[src/rtl/cntr_seq_sat_cnt.sv]
// Saturating up-counter; holds at all-ones, cleared only by reset.
module cntr_seq_sat_cnt #(
  parameter int W = 8
) (
  input  logic         clk,
  input  logic         reset,
  input  logic         inc,
  output logic [W-1:0] count
);

  always_ff @(posedge clk or posedge reset) begin
    if (reset)                    count <= '0;
    else if (inc && count != '1)  count <= count + 1'b1;
  end

endmodule

[config.mk]
export PLATFORM = sky130hd
export DESIGN_NAME = cntr_seq_sat_cnt
export DESIGN_NICKNAME = d
export VERILOG_FILES = /design/src/rtl/cntr_seq_sat_cnt.sv
export SDC_FILE = /design/constraint.sdc
export NUM_CORES = 1
export LEC_CHECK = 0
export ABC_AREA = 1
export ABC_CLOCK_PERIOD_IN_PS = 3140
export CAP_MARGIN = 20
export CORE_AREA = 4 4 41 43
export CTS_BUF_LIST = sky130_fd_sc_hd__clkbuf_16
export DETAILED_ROUTE_END_ITERATION = 16
export DIE_AREA = 0 0 45 47
export PLACE_DENSITY_LB_ADDON = 0.08
export SETUP_SLACK_MARGIN = 0.1
export SKIP_CTS_REPAIR_TIMING = 1
export SLEW_MARGIN = 5
export SYNTH_ARGS = -nofsm -noshare
export SYNTH_HDL_FRONTEND = slang
export SYNTH_SLANG_ARGS = --single-unit
[constraint.sdc]
create_clock -name clk -period 3.14 [get_ports clk]
set_input_delay 0.628 -clock clk [delete_from_list [all_inputs] [get_ports clk]]
set_output_delay 0.628 -clock clk [all_outputs]
set_load 0.03 [all_outputs]
==> impl_results.md <==
- Fin Hold WS: 0.5291 ns
- Slew @ Worst Pin: 0.3215 ns
- Worst EP required: 2.51 ns
- Setup TNS: 0 ns
- RSZ-0062 raised after global routing: false
- Worst stage delay on the critical path: 0.71 ns
- Synth Cell Area: 473.0 µm²
- IO Count: 11
- Register area share after synthesis: 42.33%
- Clock transition at path regs: 0.04 ns
- CP max FO: 5
- Crit-path slowest cell: clkdlybuf4s50_1
- Total GRT Usage: 10.41%
- Hpwl dp: 762.3 µm
- Share of cells above drive strength 1: 13.51%
- Skew-Pair Late Insertion Delay: 0.23 ns
- Fin crit period: 1.995 ns
- Syn Inst Count: 63
- Synth Register Bits: 8
- Static leakage: 0.3103 nW
- Syn. warnings: 0
- FP Rows: 13
- DR iter-0 viols: 8
- Final period util: 63.54%
- Post-Route WL: 997 µm
- Layout area overhead: 37.57%
- Vias in the first global route: 361
- Total gr overflow: 0
- Maximum vdd drop: 0.0004117 V
- WL/cell: 11.20 µm
- Die Area: 2115 µm²
- Drt drc: 0
- First-pass GRT wire length: 1552 µm
- WS Path Type: register to primary output
- Largest register FFs: 8
- Crit. End Element: primary output
- CTS tree: built
- Slew margin rel.: 78.54%
- Max cap viols: 0
- Antenna Nets Post-Route: 0
- Mapped Avg Cell Area: 7.507 µm²
- Initial antenna violation count: 0
- Top Registers: count (8)
- Pin count of the biggest net entering global routing: 12
- HP Class: register to register
- Critical Path AT: 1.37 ns
- Final setup vio count: 0
- CP delay by family, top: buffers and inverters
- Ant. Diodes: 0
- Number of H-tree levels: 1
- Vias: 400
- Cell variety after synth: 16
- Clk sinks: 8
- Pwr dens: 874.2 nW/µm²
- Starting Density: 36.35%
- TritonCTS Buffers: 3
- Die Y: 47 µm
- Placer congestion estimate: 0.7883
- Syn nets: 67
- Max clock buf depth: 2
- Slew Limit Fails: 0
- DR pass1 iterations: 4
- Final net count: 80
- Critical path launch point type: register
- Final hold vios: 0
- Crit path buffers/inverters: 1
- Chip width: 45 µm
- Vias per Instance: 4.494
- Root Driver: clkbuf_16
- Most flops, register: count
- FMAX: 501.2 MHz
- Worst path cell trace: clkdlybuf4s50_1
- Final Skew: 0.0006842 ns
- Port bufs: 10
- Core region area: 1301 µm²
- Status: finished, final reports clean
[cells in the final DEF, fill, tap and decap left out]
master / n
nand3b_1: 1
inv_1: 10
nand3_2: 2
o21ai_0: 1
xnor2_1: 1
clkdlybuf4s50_1: 10
nand2_2: 2
clkbuf_16: 3
nor2_2: 3
nor2_1: 2
ha_1: 1
nand2_1: 21
nand4_1: 2
o21ai_1: 1
dfrtp_1: 8
nand3_1: 6
[per-stage QoR]
| step | util (%) | instance area [µm²] | instances | setup slack [ns] | power, mW |
|---|---|---|---|---|---|
| 2_1_floorplan | - | 473.0 | 63 | 1.740 | 0.2811 |
| 3_3_place_gp | 44.23 | 575.6 | 86 | 1.289 | 0.3555 |
| 3_5_place_dp | 44.23 | 575.6 | 86 | 1.231 | 0.3573 |
| 4_1_cts | 50.00 | 650.6 | 89 | 1.142 | 0.5720 |
| 5_1_grt | 50.00 | 650.6 | 89 | 1.113 | 0.5965 |
| 6_report | 50.00 | 650.6 | 89 | 1.145 | 0.5688 |
[final cells by class]
class	instances	area (µm²)
Clock buffer	3	75.07
Fill cell	144	650.6
Inverter	10	37.54
Multi-Input combinational cell	43	219.0
Sequential cell	8	200.2
Tap cell	15	18.77
Timing Repair Buffer	10	100.1
[synth_stat cells (all sizes together)]
cell | instances | area share, %
ha | 1 | 2.6
xnor2 | 1 | 1.9
inv | 10 | 7.9
dfrtp | 8 | 42
nand3 | 8 | 11
nand3b | 1 | 1.6
nand2 | 23 | 19
nand4 | 2 | 2.6
o21ai | 2 | 2.1
buf | 2 | 3.4
nor2 | 5 | 5.6
[path summary, 6_finish.rpt]
kind / startpoint / to / slack [ns] / depth (start not counted)
worst max-delay path: count[2] / count[2] / 1.14 / 1
worst min-delay path: count[5] / count[5] / 0.53 / 2
worst max register to register: count[0] / count[2] / 1.77 / 7
worst min register to register: count[5] / count[5] / 0.53 / 2
max in group asynchronous: reset / count[6] / 2.25 / 2
min in group asynchronous: reset / count[1] / 0.65 / 2
[routing by layer]
layer | track usage [%] | vias up | part of all wire, %
li1 | - | 219 | -
met1 | 13.89 | 175 | 50
met2 | 15.82 | 6 | 45
met3 | 4.598 | 0 | 4.3
met4 | 1.754 | 0 | 0
met5 | 0 | - | 0
[where the power goes]
| part | switching (mW) | leakage, nW | internal, mW |
|---|---|---|---|
| registers | 0.0372 | 0.0988 | 0.131 |
| logic | 0.109 | 0.174 | 0.0779 |
| clock network | 0.0493 | 0.0370 | 0.164 |
[cell families after synthesis]
logic type,synth area share (%)
flops,42.33
buf+inv,11.38
simple gates,39.68
xor+xnor,1.852
compound gates,2.114
fa+ha+maj,2.645
No activity file was read; power rests on OpenSTA's default activity.
